<file path="config.mk">
export PLATFORM = sky130hd
export DESIGN_NAME = vx_commit_arbiter
export DESIGN_NICKNAME = d
export VERILOG_FILES = /design/src/rtl/vx_commit_arbiter.sv
export SDC_FILE = /design/constraint.sdc
export NUM_CORES = 1
export LEC_CHECK = 0
export CAP_MARGIN = 20
export CORE_AREA = 2 2 456 458
export CTS_CLUSTER_DIAMETER = 200
export DETAILED_ROUTE_END_ITERATION = 16
export DIE_AREA = 0 0 458 460
export PLACE_DENSITY = 0.37
export SLEW_MARGIN = 20
export SYNTH_ARGS = -nofsm -noshare
export SYNTH_HDL_FRONTEND = slang
export SYNTH_SLANG_ARGS = --single-unit
export TNS_END_PERCENT = 1
</file>
<file path="constraint.sdc">
create_clock -name clk -period 12.7 [get_ports clk]
set_input_delay 1.27 -clock clk [delete_from_list [all_inputs] [get_ports clk]]
set_output_delay 1.27 -clock clk [all_outputs]
set_load 0.02 [all_outputs]
</file>
<file path="src/rtl/vx_commit_arbiter.sv">
// Commit arbiter: picks one commit beat per cycle from NUM_REQS sources and
// registers it toward the register-file writeback and retire counter.
module vx_commit_arbiter #(
  parameter int CORE_ID     = 0,
  parameter int NUM_REQS    = 4,
  parameter int NUM_THREADS = 4,
  parameter int NW_BITS     = 2,
  parameter int NR_BITS     = 5,
  parameter int UUID_BITS   = 44
) (
  input  logic                                clk,
  input  logic                                reset,
  input  logic [NUM_REQS-1:0]                 cmt_valid_in,
  output logic [NUM_REQS-1:0]                 cmt_ready_in,
  input  logic [NUM_REQS*UUID_BITS-1:0]       cmt_uuid_in,
  input  logic [NUM_REQS*NW_BITS-1:0]         cmt_wid_in,
  input  logic [NUM_REQS*NUM_THREADS-1:0]     cmt_tmask_in,
  input  logic [NUM_REQS*32-1:0]              cmt_PC_in,
  input  logic [NUM_REQS*NR_BITS-1:0]         cmt_rd_in,
  input  logic [NUM_REQS-1:0]                 cmt_wb_in,
  input  logic [NUM_REQS-1:0]                 cmt_eop_in,
  input  logic [NUM_REQS*NUM_THREADS*32-1:0]  cmt_data_in,
  output logic                                wb_valid,
  output logic [UUID_BITS-1:0]                wb_uuid,
  output logic [NW_BITS-1:0]                  wb_wid,
  output logic [NUM_THREADS-1:0]              wb_tmask,
  output logic [31:0]                         wb_PC,
  output logic [NR_BITS-1:0]                  wb_rd,
  output logic [NUM_THREADS*32-1:0]           wb_data,
  output logic                                cmt_fire,
  output logic                                cmt_eop,
  output logic [$clog2(NUM_REQS)-1:0]         cmt_src,
  output logic [63:0]                         retire_count,
  output logic                                dbg_locked,
  output logic [7:0]                          dbg_core_id
);
  localparam int SRC_W = $clog2(NUM_REQS);
  localparam int SUM_W = SRC_W + 1;
  localparam int DW    = NUM_THREADS * 32;

  typedef enum logic {ST_UNLOCKED, ST_LOCKED} state_t;

  state_t             state;
  logic [SRC_W-1:0]   rr_ptr;
  logic [SRC_W-1:0]   lock_idx;
  logic               grant_found;
  logic [SRC_W-1:0]   grant_idx;
  logic [SUM_W-1:0]   sum;
  logic [SUM_W-1:0]   next_sum;
  logic [SRC_W-1:0]   next_ptr;
  logic [UUID_BITS-1:0]   sel_uuid;
  logic [NW_BITS-1:0]     sel_wid;
  logic [NUM_THREADS-1:0] sel_tmask;
  logic [31:0]            sel_pc;
  logic [NR_BITS-1:0]     sel_rd;
  logic [DW-1:0]          sel_data;

  assign dbg_locked  = (state == ST_LOCKED);
  assign dbg_core_id = 8'(CORE_ID);

  // Multi-beat instructions hold the grant on their source until the eop beat.
  always_comb begin
    grant_found = 1'b0;
    grant_idx   = '0;
    sum         = '0;
    if (state == ST_LOCKED) begin
      grant_found = cmt_valid_in[lock_idx];
      grant_idx   = lock_idx;
    end else begin
      for (int k = 0; k < NUM_REQS; k++) begin
        sum = {1'b0, rr_ptr} + SUM_W'(k);
        if (sum >= SUM_W'(NUM_REQS)) sum = sum - SUM_W'(NUM_REQS);
        if (!grant_found && cmt_valid_in[sum[SRC_W-1:0]]) begin
          grant_found = 1'b1;
          grant_idx   = sum[SRC_W-1:0];
        end
      end
    end
  end

  // Handshake: a beat transfers when cmt_valid_in[i] and cmt_ready_in[i] are
  // both high at a rising edge; ready never depends on anything downstream.
  always_comb begin
    cmt_ready_in = '0;
    if (grant_found && !reset) cmt_ready_in[grant_idx] = 1'b1;
  end

  always_comb begin
    next_sum = {1'b0, grant_idx} + SUM_W'(1);
    next_ptr = (next_sum == SUM_W'(NUM_REQS)) ? '0 : next_sum[SRC_W-1:0];
  end

  always_comb begin
    sel_uuid  = '0;
    sel_wid   = '0;
    sel_tmask = '0;
    sel_pc    = '0;
    sel_rd    = '0;
    sel_data  = '0;
    for (int i = 0; i < NUM_REQS; i++) begin
      if (grant_idx == SRC_W'(i)) begin
        sel_uuid  = cmt_uuid_in[i*UUID_BITS +: UUID_BITS];
        sel_wid   = cmt_wid_in[i*NW_BITS +: NW_BITS];
        sel_tmask = cmt_tmask_in[i*NUM_THREADS +: NUM_THREADS];
        sel_pc    = cmt_PC_in[i*32 +: 32];
        sel_rd    = cmt_rd_in[i*NR_BITS +: NR_BITS];
        sel_data  = cmt_data_in[i*DW +: DW];
      end
    end
  end

  always_ff @(posedge clk or posedge reset) begin
    if (reset) begin
      state        <= ST_UNLOCKED;
      rr_ptr       <= '0;
      lock_idx     <= '0;
      cmt_fire     <= 1'b0;
      cmt_eop      <= 1'b0;
      wb_valid     <= 1'b0;
      cmt_src      <= '0;
      wb_uuid      <= '0;
      wb_wid       <= '0;
      wb_tmask     <= '0;
      wb_PC        <= '0;
      wb_rd        <= '0;
      wb_data      <= '0;
      retire_count <= '0;
    end else begin
      cmt_fire <= grant_found;
      cmt_eop  <= grant_found & cmt_eop_in[grant_idx];
      wb_valid <= grant_found & cmt_wb_in[grant_idx];
      if (grant_found) begin
        cmt_src  <= grant_idx;
        wb_uuid  <= sel_uuid;
        wb_wid   <= sel_wid;
        wb_tmask <= sel_tmask;
        wb_PC    <= sel_pc;
        wb_rd    <= sel_rd;
        wb_data  <= sel_data;
        if (cmt_eop_in[grant_idx]) begin
          state        <= ST_UNLOCKED;
          rr_ptr       <= next_ptr;
          retire_count <= retire_count + 64'd1;
        end else begin
          state    <= ST_LOCKED;
          lock_idx <= grant_idx;
        end
      end
    end
  end

endmodule

</file>
# Word level (Yosys, flattened, before mapping)
# Index checks and enable logic that the tools add are counted.
# word_totals
word_cells	117
inputBits	874
out_inout_bits	297
ff_bits	289
# classes
add_sub_neg	9
reduce_logical	12
mux	64
n_lt_le_gt_ge	11
bitwise_logic	3
eq_ne	4
# ops
op	count
128-bit 2-to-1 mux	4
44-bit 2-to-1 mux	4
32-bit 2-to-1 mux	4
64-bit by 1-bit adder with 64-bit output, second input constant	1
2-bit 2-to-1 mux	18
4-bit 2-to-1 mux	5
5-bit 2-to-1 mux	4
2-bit by 3-bit less-than comparator with 1-bit output, second input constant	6
1-bit 2-to-1 mux	17
1-bit binary-select mux with 2-bit select	7
3-bit >= comparator, second input constant	3
2-bit by 1-bit subtractor with 2-bit output, second input constant	4
2-bit by 1-bit adder with 3-bit output, second input constant	2
2-bit by 2-bit adder with 3-bit output, second input constant	2
1-bit logical AND	5
2-bit == test, second input constant	2
1-bit zero test	4
2-bit AND reduction	2
3-bit == test, second input constant	1
2-bit by 3-bit >= comparator with 1-bit output, second input constant	1
1-bit bitwise AND	2
1-bit demux with 2-bit select	1
2-bit by 1-bit == test with 1-bit output, second input constant	1
2-bit by 1-bit >= comparator with 1-bit output, second input constant	1
other kinds (2)	2

# Longest topological paths before layout
# logic_depth
word_depth	24
depth_mapped	18
mapped_depth_nobuf	13

# Worst setup path after synthesis
# Ideal clock, no wire load.
# synth_path
kind	input port to output port
start	in reset
end	out cmt_ready_in[0]
arrival_ps	8182
path_slack_ps	3248
path_stages	2
path_buffers	0
required_ps	11430
path_cell_list	inv_1 and3_1
# synth_via
elab_chain_cells	3
# synth_rtl
item	line_no	text
start: declaration	12	input logic reset,
1-bit zero test (no source line)	-	
1-bit logical AND	85	if (grant_found && !reset) cmt_ready_in[grant_idx] = 1'b1;
4-bit 2-to-1 mux	85	
end: declaration	14	output logic [NUM_REQS-1:0] cmt_ready_in,
# Every way passes these cells.

# Worst setup path in the final report
# layout_path
start	in cmt_valid_in[2]
end	out cmt_ready_in[1]
# layout_via
elab_chain_cells	21
elab_cells_between_ends	36
cone_classes	order compare (2); mux (26); reduce/logical (8)
# layout_rtl
item	line_no	text
start: declaration	13	input logic [NUM_REQS-1:0] cmt_valid_in,
1-bit binary-select mux with 2-bit select	73	if (!grant_found && cmt_valid_in[sum[SRC_W-1:0]]) begin
1-bit 2-to-1 mux (implied by the code)	73	
1-bit 2-to-1 mux	73	
1-bit 2-to-1 mux	66	if (state == ST_LOCKED) begin
1-bit zero test	73	
1-bit logical AND	73	
1-bit 2-to-1 mux	73	
1-bit 2-to-1 mux	66	
(+6 left out)	-	
2-bit 2-to-1 mux (*)	73	
2-bit 2-to-1 mux (*)	66	
named net grant_idx[1]	47	logic [SRC_W-1:0] grant_idx;
2-bit by 3-bit less-than comparator with 1-bit output (implied by the code) or 2-bit by 1-bit >= comparator with 1-bit output (tied branches)	85	
1-bit logical AND (implied by the code)	85	
1-bit 2-to-1 mux (implied by the code)	85	
1-bit demux with 2-bit select (*)	85	
4-bit 2-to-1 mux (*)	85	
# Mark *: on every way through the listed nets, which the timed path passes. The rest lies on a longest branch. The select of a mux whose other input is x is not followed.

==> load_flow_metrics.sql <==
INSERT INTO impl_metrics (metric_group, metric, value, unit) VALUES
('status', 'outcome', 'finished, final reports clean', ''),
('sta', 'max_freq', '0.167', 'GHz'),
('yosys', 'ys_seq_area_share', '41.9', '%'),
('die', 'die_extent_in_y', '460', 'um'),
('sta', 'worst_clock_skew', '0.0354', 'ns'),
('grt', 'number_of_global_route_vias_before_repair', '21100', ''),
('sta', 'slew_headroom', '21.2', '%'),
('sta', 'rsz0062_at_grt', 'false', ''),
('grt', 'grt_first_pass_wirelength', '181000', 'um'),
('finish', 'layout-drive-gt1-share', '3.96', '%'),
('clocking', 'max-clock-path-buffers', '3', ''),
('grt', 'grt_overflow_total', '0', ''),
('clocking', 'cts_repair_resize_count', '0', ''),
('sta', 'period_share', '47.1', '%'),
('sta', 'setup_slack', '6.71', 'ns'),
('power_and_ir_drop', 'ir_drop', '0.228', 'mV'),
('die', 'start_util', '8.39', '%'),
('die', 'core_area', '0.206', 'sq mm'),
('yosys', 'synth_edf_count', '0', ''),
('grt', 'grt_max_degree', '183', ''),
('clocking', 'total_setup_buffers_inserted_after_cts', '0', ''),
('clocking', 'tritoncts', 'done', ''),
('route', 'detailedRoute.firstPassIterationCount', '5', ''),
('yosys', 'yosys_most_used_dff', 'sky130_fd_sc_hd__dfrtp_1', ''),
('run', 'cap_viol_max_count', '0', ''),
('clocking', 'root_driver', 'sky130_fd_sc_hd__clkbuf_16', ''),
('grt', 'globalRouteTotalUtil', '12.4', '%'),
('critical_path', 'crit_arrival', '4.72', 'ns'),
('route', 'drt-initial-drc-count', '1380', ''),
('die', 'die_area', '0.211', 'sq mm'),
('sta', 'fin_tns_setup', '0', 'ns'),
('power_and_ir_drop', 'power_leakage', '12.5', 'nW'),
('sta', 'timing.final.crit_period', '5.99', 'ns'),
('sta', 'finalSetupViolations', '0', ''),
('clocking', 'cts_htree_levels', '2', ''),
('clocking', 'cts_inserted_buffers', '46', ''),
('worst_hold_path', 'hp-start', 'retire_count[63]', ''),
('critical_path', 'crit_path_start', 'cmt_valid_in[2]', ''),
('die', 'std_cell_rows', '167', ''),
('sta', 'maxSlewViolCount', '0', ''),
('critical_path', 'setup.worst_path.start_class', 'primary input', ''),
('die', 'design.portCount', '1171', ''),
('placement', 'post-dp-hpwl', '112000', 'um'),
('grt', 'antenna_found_initial', '25', ''),
('critical_path', 'required_worst_endpoint', '11.43', 'ns'),
('yosys', 'synth_cell_types', '53', ''),
('route', 'final_antenna_net_count', '0', ''),
('critical_path', 'critPathCaptureType', 'primary output', ''),
('route', 'avgViaCountPerCell', '3.48', ''),
('route', 'drc', '0', ''),
('clocking', 'postCtsHoldBufs', '0', ''),
('critical_path', 'worst-path-max-fanout', '21', ''),
('yosys', 'async_flop_share', '100', '%'),
('placement', 'place.port_buffers', '1162', ''),
('sta', 'tightest_slew', '1.18', 'ns'),
('yosys', 'ys.warnings.count', '0', ''),
('critical_path', 'worst-setup-path-type', 'primary input to primary output', ''),
('route', 'routed_wire_length_per_instance', '22.5', 'um'),
('worst_hold_path', 'worst_hold_path_type', 'flip-flop to flip-flop', ''),
('clocking', 'clkLatencyLatePin', '0.66', 'ns'),
('sta', 'hold-worst-slack', '0.464', 'ns'),
('yosys', 'syn-mean-instance-area', '7.53', 'sq um'),
('clocking', 'clkSlewWorstSetupHoldPaths', '0.06', 'ns'),
('finish', 'design.final.nets', '4201', ''),
('yosys', 'synth_area', '0.0173', 'sq mm'),
('power_and_ir_drop', 'p_per_area', '267', 'mW/mm^2'),
('route', 'route.vias.total', '21100', ''),
('finish', 'layout_overhead_on_the_synthesized_area', '94.0', '%'),
('yosys', 'postSynthCellCount', '2293', ''),
('yosys', 'register_bit_total_from_synthesis', '289', ''),
('sta', 'finalHoldViolations', '0', ''),
('clocking', 'tritoncts_num_sinks', '289', ''),
('route', 'wirelength_routed', '137000', 'um'),
('die', 'dieWidth', '458', 'um'),
('critical_path', 'r2r_start', 'rr_ptr[0]', ''),
('placement', 'finalWeightedCongestion', '0.898', ''),
('placement', 'dpl_worst_slack', '6.21', 'ns');
==> state kept, by name, indices dropped and copies added, names as in the netlist <==
register / flops
wb_tmask: 4
wb_PC: 32
cmt_src: 2
wb_rd: 5
wb_valid: 1
wb_uuid: 44
lock_idx: 2
wb_data: 128
retire_count: 64
cmt_fire: 1
cmt_eop: 1
dbg_locked: 1
wb_wid: 2
rr_ptr: 2
==> cells by family after synthesis <==
| kind of cell | synth area share, % |
|---|---|
| AOI/OAI and AO/OA | 29.0 |
| and+or+nand+nor | 19.7 |
| DFF | 41.9 |
| buffers and inverters | 5.03 |
| xor gates and xnor gates | 3.24 |
| muxes | 0.753 |
| adders and majority gates | 0.362 |
| other | 0.0217 |
==> report_power, final <==
| group | switching (mW) | internal (mW) |
|---|---|---|
| registers | 0.314 | 1.36 |
| logic | 3.84 | 2.05 |
| clock network | 0.560 | 0.842 |
| total | 4.71 | 4.25 |
==> worst max-delay path, stage by stage <==
cell and delay, ns:
sky130_fd_sc_hd__clkdlybuf4s50_1 0.56, sky130_fd_sc_hd__nor2b_1 0.22, sky130_fd_sc_hd__a2111oi_0 0.58, sky130_fd_sc_hd__nor2_1 0.36, sky130_fd_sc_hd__inv_1 0.22, sky130_fd_sc_hd__ha_4 0.40
sky130_fd_sc_hd__and3_1 0.36, sky130_fd_sc_hd__clkdlybuf4s50_1 0.70
==> final cells by class <==
type / instances / area (sq um)
clock buffers: 61 / 1290
fillers: 23400 / 173000
flip-flops and latches: 289 / 7230
clock inverters: 22 / 345
repair buffers: 1188 / 11900
inverters: 8 / 37.5
diodes: 10 / 25.0
well taps: 2704 / 3380
multi-input cells: 1789 / 9260
==> stage by stage <==
| step | std cells | cell area [sq um] | power (mW) | utilization, % |
|---|---|---|---|---|
| after floorplan | 2300 | 17300 | 4.85 | - |
| final | 6071 | 33500 | 8.96 | 16.3 |
| after CTS | 6061 | 33500 | 9.24 | 16.3 |
| after detailed placement | 5978 | 31900 | 7.74 | 15.5 |
| after global routing | 6069 | 33500 | 9.75 | 16.3 |
| after global placement | 5978 | 31900 | 7.75 | 15.5 |
==> synth_stat cells (all sizes together) (2+ instances only) <==
cell type | count | area share [%]
nor2 | 665 | 14
a21oi | 650 | 19
dfrtp | 289 | 42
a22oi | 215 | 9.3
clkbuf | 155 | 3.4
buf | 59 | 1.5
xor2 | 44 | 2.2
nand2 | 34 | 0.74
nand3 | 33 | 1.0
nor3 | 26 | 0.82
xnor2 | 19 | 1.0
and3 | 12 | 0.45
nand4 | 12 | 0.56
inv | 8 | 0.17
nor4 | 8 | 0.40
o21ai | 7 | 0.20
and4 | 6 | 0.31
mux2 | 6 | 0.39
ha | 5 | 0.36
nand2b | 5 | 0.18
mux2i | 4 | 0.23
nor2b | 4 | 0.14
nor3b | 4 | 0.17
a2111o | 2 | 0.13
a211oi | 2 | 0.087
a21boi | 2 | 0.087
and2 | 2 | 0.072
or4 | 2 | 0.12
==> metal layers <==
metal	up-vias	track usage, %	share of wire, %
met5	-	0	0.027
met4	6	3.23	2.6
met3	129	4.88	9.7
met2	874	21.3	49
met1	9967	14.2	39
li1	10100	-	-
==> path summary, 6_finish.rpt <==
| path | endpoint | slack [ns] | depth (start not counted) |
|---|---|---|---|
| worst max-delay path | cmt_ready_in[1] | 6.71 | 8 |
| max in group asynchronous | retire_count[8] | 9.67 | 5 |
| worst min register to register | retire_count[63] | 0.46 | 1 |
| worst max register to register | wb_data[76] | 7.55 | 14 |
| min in group asynchronous | wb_data[112] | 0.98 | 2 |
| worst min-delay path | retire_count[63] | 0.46 | 1 |
==> cell usage in the layout (no fill, tap or decap), types with 25 or more instances in the layout <==
cell type                         instances
sky130_fd_sc_hd__clkdlybuf4s50_1       1162
sky130_fd_sc_hd__nor2_1                 665
sky130_fd_sc_hd__a21oi_1                649
sky130_fd_sc_hd__dfrtp_1                289
sky130_fd_sc_hd__a22oi_1                215
sky130_fd_sc_hd__clkbuf_16               46
sky130_fd_sc_hd__xor2_1                  44
sky130_fd_sc_hd__nand2_1                 34
sky130_fd_sc_hd__nand3_1                 31
sky130_fd_sc_hd__nor3_1                  25
No activity file was read; power rests on OpenSTA's default activity.
